[src/rtl/serial_subtractor8.sv]
// -----------------------------------------------------------------------------
// serial_subtractor8
// Bit-serial unsigned subtractor. An accepted request latches the operands,
// then one difference bit is produced per clock, LSB first, through a single
// full-subtractor cell. After WIDTH shift cycles the assembled difference and
// the final borrow are published on d/bout, and done pulses for one cycle.
//
// Ports
//   clk    in   1      single clock, rising edge
//   rst_n  in   1      synchronous active-low reset
//   start  in   1      begin a subtraction (only honoured while idle)
//   a      in   WIDTH  minuend, unsigned, captured on the accepting edge
//   b      in   WIDTH  subtrahend, unsigned, captured on the accepting edge
//   d      out  WIDTH  registered difference, (a - b) mod 2^WIDTH
//   bout   out  1      registered borrow out, 1 when a < b
//   busy   out  1      operation in progress (SHIFT or DONE)
//   done   out  1      one-cycle pulse: d/bout just took a new result
// -----------------------------------------------------------------------------
module serial_subtractor8 #(
  parameter int WIDTH = 8
) (
  input  logic             clk,
  input  logic             rst_n,
  input  logic             start,
  input  logic [WIDTH-1:0] a,
  input  logic [WIDTH-1:0] b,
  output logic [WIDTH-1:0] d,
  output logic             bout,
  output logic             busy,
  output logic             done
);

  localparam int CW = $clog2(WIDTH);

  typedef enum logic [1:0] {
    S_IDLE  = 2'd0,
    S_SHIFT = 2'd1,
    S_DONE  = 2'd2
  } state_t;

  state_t           r_state;
  state_t           w_state_next;

  logic [WIDTH-1:0] r_a_sh;
  logic [WIDTH-1:0] r_b_sh;
  logic [WIDTH-1:0] r_diff;
  logic [WIDTH-1:0] r_d;
  logic             r_borrow;
  logic             r_bout;
  logic             r_busy;
  logic             r_done;
  logic [CW-1:0]    r_cnt;

  logic             w_last;
  logic             w_diff_bit;
  logic             w_borrow_next;

  // Full-subtractor difference bit.
  function automatic logic sub_diff_f(input logic x, input logic y, input logic r);
    return x ^ y ^ r;
  endfunction

  // Full-subtractor borrow: borrow when y exceeds x, or when x==y and a
  // borrow is already pending from the lower bit.
  function automatic logic sub_borrow_f(input logic x, input logic y, input logic r);
    return (~x & y) | (~(x ^ y) & r);
  endfunction

  // Serial cell and final-bit detection.
  always_comb begin
    w_diff_bit    = sub_diff_f(r_a_sh[0], r_b_sh[0], r_borrow);
    w_borrow_next = sub_borrow_f(r_a_sh[0], r_b_sh[0], r_borrow);
    w_last        = (r_cnt == CW'(WIDTH - 1));
  end

  // Next-state decode.
  always_comb begin
    w_state_next = r_state;
    case (r_state)
      S_IDLE: begin
        if (start) begin
          w_state_next = S_SHIFT;
        end else begin
          w_state_next = S_IDLE;
        end
      end
      S_SHIFT: begin
        if (w_last) begin
          w_state_next = S_DONE;
        end else begin
          w_state_next = S_SHIFT;
        end
      end
      S_DONE: begin
        w_state_next = S_IDLE;
      end
      default: begin
        w_state_next = S_IDLE;
      end
    endcase
  end

  // State register; reset wins over any pending start.
  always_ff @(posedge clk) begin
    if (!rst_n) begin
      r_state <= S_IDLE;
    end else begin
      r_state <= w_state_next;
    end
  end

  // Operand shifters, borrow flop, bit counter and published result.
  always_ff @(posedge clk) begin
    if (!rst_n) begin
      r_a_sh   <= '0;
      r_b_sh   <= '0;
      r_diff   <= '0;
      r_borrow <= 1'b0;
      r_cnt    <= '0;
      r_d      <= '0;
      r_bout   <= 1'b0;
    end else begin
      case (r_state)
        S_IDLE: begin
          if (start) begin
            r_a_sh   <= a;
            r_b_sh   <= b;
            r_borrow <= 1'b0;
            r_cnt    <= '0;
          end
        end
        S_SHIFT: begin
          r_a_sh   <= {1'b0, r_a_sh[WIDTH-1:1]};
          r_b_sh   <= {1'b0, r_b_sh[WIDTH-1:1]};
          r_diff   <= {w_diff_bit, r_diff[WIDTH-1:1]};
          r_borrow <= w_borrow_next;
          r_cnt    <= r_cnt + CW'(1);
          // The last bit is still in flight, so publish it directly
          // together with the bits already collected.
          if (w_last) begin
            r_d    <= {w_diff_bit, r_diff[WIDTH-1:1]};
            r_bout <= w_borrow_next;
          end
        end
        default: begin
          r_cnt <= r_cnt;
        end
      endcase
    end
  end

  // Status flags registered from the next state so they line up with r_state.
  always_ff @(posedge clk) begin
    if (!rst_n) begin
      r_busy <= 1'b0;
      r_done <= 1'b0;
    end else begin
      r_busy <= (w_state_next != S_IDLE);
      r_done <= (w_state_next == S_DONE);
    end
  end

  assign d    = r_d;
  assign bout = r_bout;
  assign busy = r_busy;
  assign done = r_done;

endmodule

[config.mk]
export PLATFORM = sky130hd
export DESIGN_NAME = serial_subtractor8
export DESIGN_NICKNAME = d
export VERILOG_FILES = /design/src/rtl/serial_subtractor8.sv
export SDC_FILE = /design/constraint.sdc
export NUM_CORES = 1
export LEC_CHECK = 0
export CAP_MARGIN = 0
export CORE_MARGIN = 2
export CORE_UTILIZATION = 50
export CTS_CLUSTER_DIAMETER = 80
export CTS_CLUSTER_SIZE = 16
export DETAILED_ROUTE_END_ITERATION = 7
export PLACE_DENSITY = 0.77
export SKIP_CTS_REPAIR_TIMING = 1
export SLEW_MARGIN = 25
export SYNTH_ARGS = -nofsm -noshare
export SYNTH_HDL_FRONTEND = slang
export SYNTH_SLANG_ARGS = --single-unit
[constraint.sdc]
create_clock -name clk -period 1.81 [get_ports clk]
set_input_delay 0.2715 -clock clk [delete_from_list [all_inputs] [get_ports clk]]
set_output_delay 0.2715 -clock clk [all_outputs]
set_load 0.01 [all_outputs]
; Word-level counts from Yosys, hierarchy flattened
; Cells that the tools add are included.
[classes]
n_eq_ne = 4
n_reduce_logical = 5
n_addsub = 1
muxes = 11
n_bitwise = 7
[ops]
columns = op, count
row1 = $pmux W8 S2, 2
row2 = $mux W8, 2
row3 = $pmux W3 S2, 1
row4 = $pmux W2 S2, 1
row5 = $reduce_and A2 Y1, 2
row6 = $reduce_bool A2 Y1, 2
row7 = $add A3 B1 Y3 const B, 1
row8 = $eq A3 B3 Y1 const B, 1
row9 = $mux W3, 1
row10 = $and A1 B1 Y1, 2
row11 = $eq A2 B1 Y1 const B, 1
row12 = $eq A2 B2 Y1 const B, 1
row13 = $logic_not A2 Y1, 1
row14 = $mux W1, 2
row15 = $mux W2, 1
row16 = $ne A2 B2 Y1 const B, 1
row17 = $not A1 Y1, 2
row18 = $pmux W1 S2, 1
row19 = $xor A1 B1 Y1, 2
row20 = $or A1 B1 Y1, 1
[totals]
in_bits = 19
regBits = 41
output_inout_bits = 11

; Logic depth before layout (Yosys ltp)
; Gate-level depths: netlist of the first run.
[depth]
word_depth = 5
ltp_mapped = 6
depth_no_buf = 5

; Least setup slack after synthesis of the first run
; OpenSTA, ideal clock, no wires.
[synth_path]
path_kind = flip-flop to flip-flop
from = reg r_cnt[0]
to = reg r_done (netlist: done)
required_ns = 1.695
setup_time_ns = 0.115
period_less_slack_ns = 1.276
setup_slack_ns = 0.534
path_buffers = 1
stages_incl_launch_ff = 6
t_arrival_ns = 1.161
cell_sequence = dfxtp_1 > ha_1 > ha_1 > and3b_1 > buf_4 > and2_1
[synth_via]
elab_chain_len = 4
[synth_lines]
columns = element, line
row1 = "start, declared", 52  ; logic [CW-1:0] r_cnt;
row2 = "start signal, assigned", 137  ; r_cnt <= r_cnt + CW'(1);
row3 = "start signal, assigned", 146  ; r_cnt <= r_cnt;
row4 = $eq A3 B3 Y1, 73  ; w_last = (r_cnt == CW'(WIDTH - 1));
row5 = $mux W2, 88  ; if (w_last) begin
row6 = $pmux W2 S2, 79  ; case (r_state)
row7 = $eq A2 B2 Y1, 159  ; r_done <= (w_state_next == S_DONE);
row8 = "end signal, assigned", 159
row9 = "end, declared", 51  ; logic r_done;
; Every way passes these cells.
; A chain may end at the register's enable or synchronous reset.

; Final worst setup path of the first run
[layout_path]
from = reg r_d[1] (netlist: d[1])
to = out d[1]
[layout_lines]
columns = element, line
row1 = "start, declared", 47  ; logic [WIDTH-1:0] r_d;
row2 = "start signal, assigned", 141  ; r_d <= {w_diff_bit, r_diff[WIDTH-1:1]};
row3 = "end, declared", 27  ; output logic [WIDTH-1:0] d,
; No word-level cell between the ends.

==> results of run 1 <==
flip-flops by register name, indices dropped and copies added (netlist names):
| register | flops |
|---|---|
| d | 8 |
| r_a_sh | 8 |
| r_b_sh | 8 |
| r_diff | 7 |
| r_cnt | 3 |
| r_state | 2 |
| bout | 1 |
| busy | 1 |
| done | 1 |
| r_borrow | 1 |
tightest hold or removal path: stages (launching register included):
cell,delay (ns)
dfxtp_1,0.33
nand3_1,0.06
nand2_1,0.04
placed cells by master (no fill, tap or decap):
cell and count:
dfxtp_1 40, nand2_1 31, clkdlybuf4s50_1 29, nand3_1 18
mux2i_1 14, o211ai_1 14, o21ai_0 9, o21ai_1 9
a21boi_1 6, clkbuf_4 5, buf_4 5, nand2b_1 4
inv_1 3, nand3b_1 3, bufinv_16 3, and2_1 2
o22ai_1 2, ha_1 2, nor2_2 1, nor2_1 1
and2b_1 1, or2_4 1, and3b_1 1, or2_2 1
o211a_1 1, a21oi_1 1, a21boi_0 1, fa_1 1
path summary, 6_finish.rpt:
kind | end | slack, ns | cells past startpoint
setup / recovery | d[1] | 0.30 | 1
setup reg to reg | r_borrow$_SDFFE_PN0P_ | 0.32 | 3
hold reg to reg | d[7]$_SDFFE_PN0P_ | 0.46 | 2
hold / removal | d[7]$_SDFFE_PN0P_ | 0.46 | 2
power by group:
group | switching, W | leakage, nW | internal, W
Combinational | 0.0000908 | 0.418 | 0.0000932
Clock | 0.000301 | 0.0654 | 0.000569
Sequential | 0.0000233 | 0.326 | 0.000917
through the flow:
step | std cells | utilization (%) | power (W) | setup slack [ns] | instance area, um^2
final | 253 | 67.4 | 0.00199 | 0.296 | 2090
after global placement | 245 | 63.3 | 0.00114 | 0.0875 | 1960
after global routing | 253 | 67.4 | 0.00207 | 0.180 | 2090
after detailed placement | 245 | 63.3 | 0.00114 | 0.00270 | 1960
after floorplan | 181 | - | 0.00108 | 0.534 | 1660
after CTS | 253 | 67.4 | 0.00201 | 0.273 | 2090
kinds of logic after synthesis:
kind of cell,count (synthesis),share of synthesized area (%)
adders and majority gates,3,2.71
AOI/OAI and AO/OA,43,16.6
muxes,14,8.43
and+or+nand+nor,64,18.5
DFF,40,48.2
buffers and inverters,17,5.64
routing by layer:
| metal | vias up | part of all wire [%] |
|---|---|---|
| met1 | 634 | 47 |
| li1 | 683 | - |
| met5 | - | 0 |
| met3 | 9 | 4.4 |
| met4 | 0 | 2.3 |
| met2 | 32 | 46 |
final cells by class:
cell class	instances	area, um^2
fillers	279	1010
flip-flops and latches	40	801
multi-input cells	124	768
repair buffers	34	328
clock inverters	3	90.1
well taps	44	55.1
clock buffers	5	37.5
inverters	3	11.3
==> metrics.yaml, run 1 <==
routing:
  antenna_left: 0
  num_vias: 1358
  wl_mm: 3.26
  routedWlPerCell_um: 12.9
  drc: 0
  dr.pass1.iters: 4
  drt_iter0_drc: 52
  vias_per_cell: 5.37
synthesis:
  synthArstFlopShare_pct: 0
  netlist_area_um2: 1660
  synth_edf_count: 0
  yosysWarnings: 0
  synthCells: 181
  ys_seq_elements: 40
  syn_nets: 203
  synth_area_per_cell_um2: 9.19
  synth_most_common_cell: "dfxtp_1"
  ys_types: 29
  synthTopCellsByCount: "40 x dfxtp_1, 31 x nand2_1, 18 x nand3_1"
  ys_top_cells_by_area: "dfxtp_1 48%, mux2i_1 8.4%, nand2_1 7.0%"
  yosys.area.top_type_share_pct: 48.2
  synthFlopType: "dfxtp_1"
  yosysTopAreaCell: "dfxtp_1"
  yosysSeqAreaShare_pct: 48.2
cts:
  tritoncts: "yes"
  numClockSinks: 40
  clk_path_buf_depth: 2
  clkSlewWorstSetupHoldPaths_ns: 0.12
  clk_latency_ns: 0.36
  cts-root-buf: "clkbuf_4"
  htreeDepth: 2
  cts_buffers: 5
flow_run:
  maxCapViolCount: 0
timing:
  fin_crit_sh_pct: 83.6
  whs_ns: 0.456
  setup_viol: 0
  fmax_mhz: 661
  tns_ns: 0
  slew_headroom_pct: 58.7
  fin_crit_ns: 1.51
  slew_violations: 0
  worst_slew_pin_slew_ns: 0.620
  rsz0062_at_grt: "no"
  hold_viol: 0
  skew_ns: 0.0116
power_and_ir_drop:
  peakVddDrop_mv: 0.589
  power.density_nw_per_um2: 954
  leakage_nw: 0.809
worst_setup_path:
  crit_chain: "clkdlybuf4s50_1"
  r2r_start: "r_state[0]$_SDFF_PN0_"
  startpoint: "d[1]$_SDFFE_PN0P_"
  worstPathArrival_ns: 1.24
  slowest_delay_ns: 0.53
  path_buf_inv: 1
  startpoint_type: "flip-flop"
  path_max_fanout: 2
  path_class: "reg -> out"
  end_kind: "output pin"
  crit_required_ns: 1.54
  critPathTopFamily: "buffers and inverters"
  crit_slowest_cell: "clkdlybuf4s50_1"
die:
  rows: 20
  dieHeight_um: 61.7
  io_pins: 30
  start_util_pct: 53.6
  core-area_um2: 3100
  dieArea_um2: 3800
  die_w_um: 61.7
final_layout:
  insertedDiodeCount: 0
  finalNetCount: 230
  area_growth_syn_to_layout_pct: 25.7
  drive_gt1_share_pct: 7.66
grt:
  grt_usage_pct: 20.2
  grt_max_degree: 35
  grt_pass1_vias: 1297
  grt_overflow_total: 0
  gr-max-usage-layer: "met2"
  use_met2_pct: 32.0
  antenna_found_initial: 0
  grtUsageMet1_pct: 25.5
  grt_pass1_wl_mm: 5.60
  grtUsageMet3_pct: 4.83
run_status:
  outcome: "completed"
hold_path:
  min_path_type: "reg -> reg"
  min_from: "d[7]$_SDFFE_PN0P_"
placed_design:
  gp_congestion: 0.739
  port_buffers: 29
  hpwl_mm: 2.23
Note: power is estimated with default switching activity, not from simulation.
==> run 2, diff against run 1 <==
--- a/config.mk
+++ b/config.mk
@@ -7,11 +7,11 @@
 export LEC_CHECK = 0
 export CAP_MARGIN = 0
 export CORE_MARGIN = 2
-export CORE_UTILIZATION = 50
+export CORE_UTILIZATION = 46
 export CTS_CLUSTER_DIAMETER = 80
 export CTS_CLUSTER_SIZE = 16
 export DETAILED_ROUTE_END_ITERATION = 7
-export PLACE_DENSITY = 0.77
+export PLACE_DENSITY = 0.74
 export SKIP_CTS_REPAIR_TIMING = 1
 export SLEW_MARGIN = 25
 export SYNTH_ARGS = -nofsm -noshare
==> constraint.sdc (replaced) <==
create_clock -name clk -period 1.31 [get_ports clk]
set_input_delay 0.1965 -clock clk [delete_from_list [all_inputs] [get_ports clk]]
set_output_delay 0.1965 -clock clk [all_outputs]
set_load 0.01 [all_outputs]
==> metrics.yaml, run 2 (same netlist as run 1, synthesis figures left out) <==
cts:
  tritoncts: "yes"
  htreeDepth: 2  # unchanged
  cts-root-buf: "clkbuf_4"
  clkSlewWorstSetupHoldPaths_ns: 0.11  # about the same
  clk_path_buf_depth: 2  # unchanged
  numClockSinks: 40  # unchanged
  clk_latency_ns: 0.34  # -0.02 ns
  cts_buffers: 5  # unchanged
final_layout:
  final_common_cell: "dfxtp_1"
  register_area_um2: 805  # +0.47%
  multi_input_area_um2: 795  # +3.4%
  area_growth_syn_to_layout_pct: 30.2
  insertedDiodeCount: 0  # unchanged
  finalNetCount: 240  # +4.3%
  mostFrequentLayoutCells: "37 x dfxtp_1, 31 x nand2_1, 18 x nand3_1, 18 x clkdlybuf4s50_1"
  num-fill-cells: 304  # +9.0%
  drive_gt1_share_pct: 14.6  # +7.0 points
  fin_util_pct: 63.4  # -4.0 points
grt:
  grt_usage_pct: 17.7  # -2.5 points
  grt_max_degree: 28  # -20%
  grt_overflow_total: 0  # unchanged
  grt_pass1_vias: 1322  # +1.9%
  grt_pass1_wl_mm: 5.63  # +0.63%
  antenna_found_initial: 0  # unchanged
worst_setup_path:
  path_buf_inv: 0  # -1
  slowest_delay_ns: 0.34  # -0.19 ns
  path_max_fanout: 6  # +4
  startpoint_type: "flip-flop"
  crit_slowest_cell: "dfxtp_2"
  critPathTopFamily: "adder cells"
  path_class: "reg -> reg"
  crit_chain: "ha_2, ha_4, and3b_2, o211a_1"
  worstPathArrival_ns: 1.49  # +0.25 ns
  end_kind: "flip-flop"
  crit_required_ns: 1.55  # about the same
power_and_ir_drop:
  leakage_nw: 1.03  # +28%
  peakVddDrop_mv: 0.796  # +35%
  power_w: 0.00222  # +11%
  power.density_nw_per_um2: 1020  # +7.4%
routing:
  wl_met1_mm: 1.53  # -1.3%
  num_vias: 1396  # +2.8%
  dr.pass1.iters: 4  # unchanged
  routedWlPerCell_um: 12.8  # -0.52%
  vias_per_cell: 5.27  # -1.9%
  highest_layer: "met4"
  antenna_left: 0  # unchanged
  wl_met3_um: 188  # +32%
  drc: 0  # unchanged
  dr_wl_met2_mm: 1.65  # +10%
  drt_iter0_drc: 59  # +13%
  wl_mm: 3.40  # +4.2%
placed_design:
  port_buffers: 29  # unchanged
  dp_slack_ns: -0.116  # -0.119 ns
  gp_congestion: 0.771  # +4.3%
  hpwl_mm: 2.55  # +14%
timing:
  rsz0062_at_grt: "no"
  skew_ns: 0.0106  # -0.00103 ns
  hold_viol: 0  # unchanged
  fin_crit_sh_pct: 95.5
  worst_slew_pin_slew_ns: 0.293  # -0.326 ns
  fin_crit_ns: 1.25
  tns_ns: 0  # unchanged
  setup_viol: 0  # unchanged
  slew_violations: 0  # unchanged
  slew_headroom_pct: 80.4  # +22 points
  fin_ws_ns: 0.0589  # -0.237 ns
  fmax_mhz: 799
die:
  core-area_um2: 3420  # +10%
  start_util_pct: 48.7  # -4.9 points
  die_w_um: 64.1  # +4.0%
  dieHeight_um: 64.1  # +4.0%
  rows: 21  # +5.0%
  dieArea_um2: 4110  # +8.1%
  io_pins: 30  # unchanged
run_status:
  outcome: "completed"
hold_path:
  min_path_type: "in -> reg"
flow_run:
  maxCapViolCount: 0  # unchanged
run 2: metrics by stage:
stage	cell area, um^2	hold slack [ns]	instances
after CTS	2110	0.400	264
after global routing	2160	0.392	265
final	2160	0.410	265
after floorplan	1660	0.347	181
after detailed placement	2050	0.445	256
after global placement	2050	0.437	256
run 2: worst register-to-register path: cells and delay by family (launching register included):
kind	cells	cell delay, ns
flip-flops	1	0.34
adder cells (fa/ha/maj)	2	0.36
AO/OA/AOI/OAI	1	0.21
AND/OR/NAND/NOR	1	0.25
run 2: final cells by class:
type | instances | area share [%]
sequential | 40 | 37.2
multi-input combinational | 125 | 36.7
timing repair buffer | 43 | 20.1
tap | 46 | 2.66
clock buffer | 6 | 2.37
inverter | 3 | 0.520
clock inverter | 2 | 0.462
run 2: final timing paths:
path | start | to | slack [ns] | cells after the start
worst min register to register | d[2]$_SDFFE_PN0P_ | d[2]$_SDFFE_PN0P_ | 0.46 | 2
worst max register to register | r_cnt[0]$_SDFFE_PN0P_ | bout$_SDFFE_PN0P_ | 0.06 | 4
worst max-delay path | r_cnt[0]$_SDFFE_PN0P_ | bout$_SDFFE_PN0P_ | 0.06 | 4
worst min-delay path | a[7] | r_a_sh[7]$_SDFFE_PN0P_ | 0.41 | 3
run 2: per-layer routing:
layer | GRT usage (%) | up-vias
met2 | 29.2 | 37
met1 | 21.2 | 646
met3 | 5.81 | 4
met5 | 0 | -
met4 | 7.45 | 0
li1 | - | 709
run 2: report_power, final:
part           total [W]  internal, W  leakage [nW]  switching, W
logic           0.000279     0.000152         0.667      0.000127
clock network   0.000637     0.000256        0.0380      0.000381
registers        0.00130      0.00127         0.327     0.0000345
==> run 3, diff against run 2 <==
--- a/config.mk
+++ b/config.mk
@@ -5,13 +5,14 @@
 export SDC_FILE = /design/constraint.sdc
 export NUM_CORES = 1
 export LEC_CHECK = 0
+export ABC_AREA = 1
 export CAP_MARGIN = 0
 export CORE_MARGIN = 2
-export CORE_UTILIZATION = 46
+export CORE_UTILIZATION = 47
 export CTS_CLUSTER_DIAMETER = 80
 export CTS_CLUSTER_SIZE = 16
 export DETAILED_ROUTE_END_ITERATION = 7
-export PLACE_DENSITY = 0.74
+export PLACE_DENSITY = 0.75
 export SKIP_CTS_REPAIR_TIMING = 1
 export SLEW_MARGIN = 25
 export SYNTH_ARGS = -nofsm -noshare
==> metrics.yaml, run 3 <==
run_status:
  outcome: "completed"
worst_setup_path:
  crit_slowest_cell: "dfxtp_1"
  end_kind: "flip-flop"
  crit_required_ns: 1.50  # -0.05 ns
  r2r_start: "r_cnt[0]$_SDFFE_PN0P_"
  critPathTopFamily: "adder cells"
  path_buf_inv: 1  # +1
  slowest_delay_ns: 0.32  # -0.02 ns
  path_class: "reg -> reg"
  worstPathArrival_ns: 1.40  # -0.09 ns
  r2r_slack_ns: 0.09  # +0.04 ns
  worstReg2RegEnd: "d[3]$_SDFFE_PN0P_"
  startpoint_type: "flip-flop"
  crit_chain: "ha_1, ha_1, nand2_2, buf_12, nor2_4, nand2_1, nand2_1"
  startpoint: "r_cnt[0]$_SDFFE_PN0P_"
  reg2reg_depth: 7  # +3
  crit_cells: 7  # +3
  path_max_fanout: 16  # +10
die:
  core-area_um2: 3660  # +7.2%
  dieArea_um2: 4310  # +4.8%
  die_w_um: 65.6  # +2.4%
  dieHeight_um: 65.6  # +2.4%
  rows: 22  # +4.8%
  start_util_pct: 48.8  # +0.088 points
  io_pins: 30  # unchanged
timing:
  rsz0062_at_grt: "no"
  hold_viol: 0  # unchanged
  fin_ws_ns: 0.0944  # +0.0355 ns
  slew_violations: 0  # unchanged
  fin_crit_ns: 1.22  # -0.0355 ns
  setup_viol: 0  # unchanged
  worst_slew_pin_slew_ns: 0.378  # +0.0853 ns
  tns_ns: 0  # unchanged
  fin_crit_sh_pct: 92.8  # -2.7 points
  skew_ns: 0.00446  # -0.00616 ns
  slew_headroom_pct: 74.7  # -5.7 points
  fmax_mhz: 823  # +2.9%
placed_design:
  hpwl_mm: 2.33  # -8.8%
  placed_area_um2: 2160  # +5.4%
  dp_slack_ns: -0.0137  # +0.103 ns
  dp_cells: 337  # +32%
  gp_congestion: 0.759  # -1.6%
  port_buffers: 29  # unchanged
power_and_ir_drop:
  power.switching_w: 0.000608  # +12%
  leakage_nw: 1.27  # +23%
  p_clk_share_pct: 34.1  # +5.4 points
  combPwrFrac_pct: 13.4  # +0.8 points
  power.density_nw_per_um2: 1100  # +7.8%
  netSwitchingFraction_pct: 24.2  # -0.32 points
  power_w: 0.00252  # +14%
  internal-power_w: 0.00191  # +14%
  seqPwrFrac_pct: 52.5  # -6.2 points
  peakVddDrop_mv: 0.755  # -5.1%
routing:
  routedWlPerCell_um: 10.0  # -22%
  dr.pass1.iters: 4  # unchanged
  wl_mm: 3.44  # +1.3%
  drt_iter0_drc: 99  # +68%
  num_vias: 1587  # +14%
  drc: 0  # unchanged
  vias_per_cell: 4.61  # -12%
  antenna_left: 0  # unchanged
cts:
  numClockSinks: 40  # unchanged
  cts-root-buf: "clkbuf_8"
  clk_path_buf_depth: 2  # unchanged
  clkSlewWorstSetupHoldPaths_ns: 0.07  # -0.04 ns
  clk_latency_ns: 0.29  # -0.05 ns
  tritoncts: "yes"
  htreeDepth: 2  # unchanged
  cts_buffers: 5  # unchanged
final_layout:
  mostFrequentLayoutCells: "84 x nand2_1, 57 x nor2_1, 40 x dfxtp_1"
  insertedDiodeCount: 0  # unchanged
  fin_cells: 344  # +30%
  num-fill-cells: 332  # +9.2%
  final_common_cell: "nand2_1"
  finalNetCount: 318  # +33%
  final_cell_area_um2: 2280  # +5.4%
  drive_gt1_share_pct: 8.78  # -5.8 points
  area_growth_syn_to_layout_pct: 27.8
  register_area_um2: 801  # -0.47%
  multi_input_area_um2: 797  # +0.31%
flow_run:
  maxCapViolCount: 0  # unchanged
grt:
  grt_max_degree: 33  # +18%
  antenna_found_initial: 0  # unchanged
  grt_pass1_vias: 1359  # +2.8%
  grt_pass1_wl_mm: 5.78  # +2.6%
  grt_overflow_total: 0  # unchanged
  grt_usage_pct: 17.5  # -0.24 points
hold_path:
  whs_path_depth: 2  # -1
  min_path_type: "reg -> reg"
  whs_endpoint: "r_b_sh[7]$_SDFFE_PN0P_"
  min_from: "r_b_sh[7]$_SDFFE_PN0P_"
synthesis:
  yosysSeqAreaShare_pct: 44.8  # -3.3 points
  synth_edf_count: 0  # unchanged
  ys_top_cells_by_area: "dfxtp_1 45%, nand2_1 18%, nor2_1 12%"
  synth_most_common_cell: "nand2_1"
  yosysTopAreaCell: "dfxtp_1"
  yosysWarnings: 0  # unchanged
  syn_nets: 283  # +39%
  synthFlopType: "dfxtp_1"
  ys_seq_elements: 40  # unchanged
  netlist_area_um2: 1790  # +7.4%
  yosys.area.top_type_share_pct: 44.8  # -3.3 points
  ys_types: 19  # -34%
  synthTopCellsByCount: "84 x nand2_1, 57 x nor2_1, 40 x dfxtp_1"
  synthCells: 261  # +44%
  synthArstFlopShare_pct: 0  # unchanged
  synth_area_per_cell_um2: 6.84  # -26%
run 3: cell types whose count changed after synthesis, sizes merged, moves of 4 or more:
| cell | delta |
|---|---|
| nor2 | +57 |
| inv | +22 |
| mux2i | -14 |
| o211ai | -14 |
| a21oi | +4 |
| nand2b | -4 |
| o21ai | -9 |
| a21boi | -7 |
| nand2 | +55 |
run 3: how the worst max path moves through the flow:
stage,end,slack [ns]
2_1_floorplan,bout$_SDFFE_PN0P_,0.17
3_3_place_gp,r_a_sh[6]$_SDFFE_PN0P_,0.03
3_5_place_dp,r_a_sh[4]$_SDFFE_PN0P_,-0.01
4_1_cts,bout,-0.08
5_1_grt,d[0]$_SDFFE_PN0P_,0.008
6_report,d[3]$_SDFFE_PN0P_,0.09
run 3: area by class of cell:
type | instances | share of cell area, %
flip-flops and latches | 40 | 35.1
multi-input cells | 183 | 34.9
repair buffers | 41 | 19.0
clock buffers | 7 | 4.22
inverters | 25 | 4.11
well taps | 48 | 2.63
run 3: kinds of logic (layout without fill, tap and decap cells):
logic type               count (synthesis)  count (layout)  synth area share (%)
AO/OA/AOI/OAI                           14              14                  4.56
adder cells (fa/ha/maj)                  3               3                  2.52
buffers and inverters                   38              73                  10.5
flip-flops                              40              40                  44.8
AND/OR/NAND/NOR                        166             166                  37.6
run 3: tightest hold or removal path, cell delays in order, from the launching register on:
cell	delay (ns)
dfxtp_1	0.31
nand2_1	0.06
a21oi_1	0.05
run 3: power groups by stage:
stage / logic (W) / registers (W) / clock network [W]
after floorplan: 0.000232 / 0.00134 / 0
after global placement: 0.000332 / 0.00135 / 0
after detailed placement: 0.000338 / 0.00135 / 0
after CTS: 0.000341 / 0.00132 / 0.000892
after global routing: 0.000386 / 0.00133 / 0.000948
final: 0.000337 / 0.00132 / 0.000860
run 3: per-stage QoR:
stage               hold slack, ns  util [%]
CTS                          0.460      61.6
detailed placement           0.449      58.9
floorplan                    0.332         -
finish                       0.458      62.3
global placement             0.447      58.9
global route                 0.486      62.3
run 3: per-layer routing:
| layer | global-route usage (%) | routed length, um | up-vias |
|---|---|---|---|
| met3 | 5.65 | 184 | 6 |
| li1 | - | - | 853 |
| met5 | 0 | 0 | - |
| met2 | 27.3 | 1570 | 33 |
| met1 | 22.2 | 1640 | 695 |
| met4 | 7.03 | 46 | 0 |
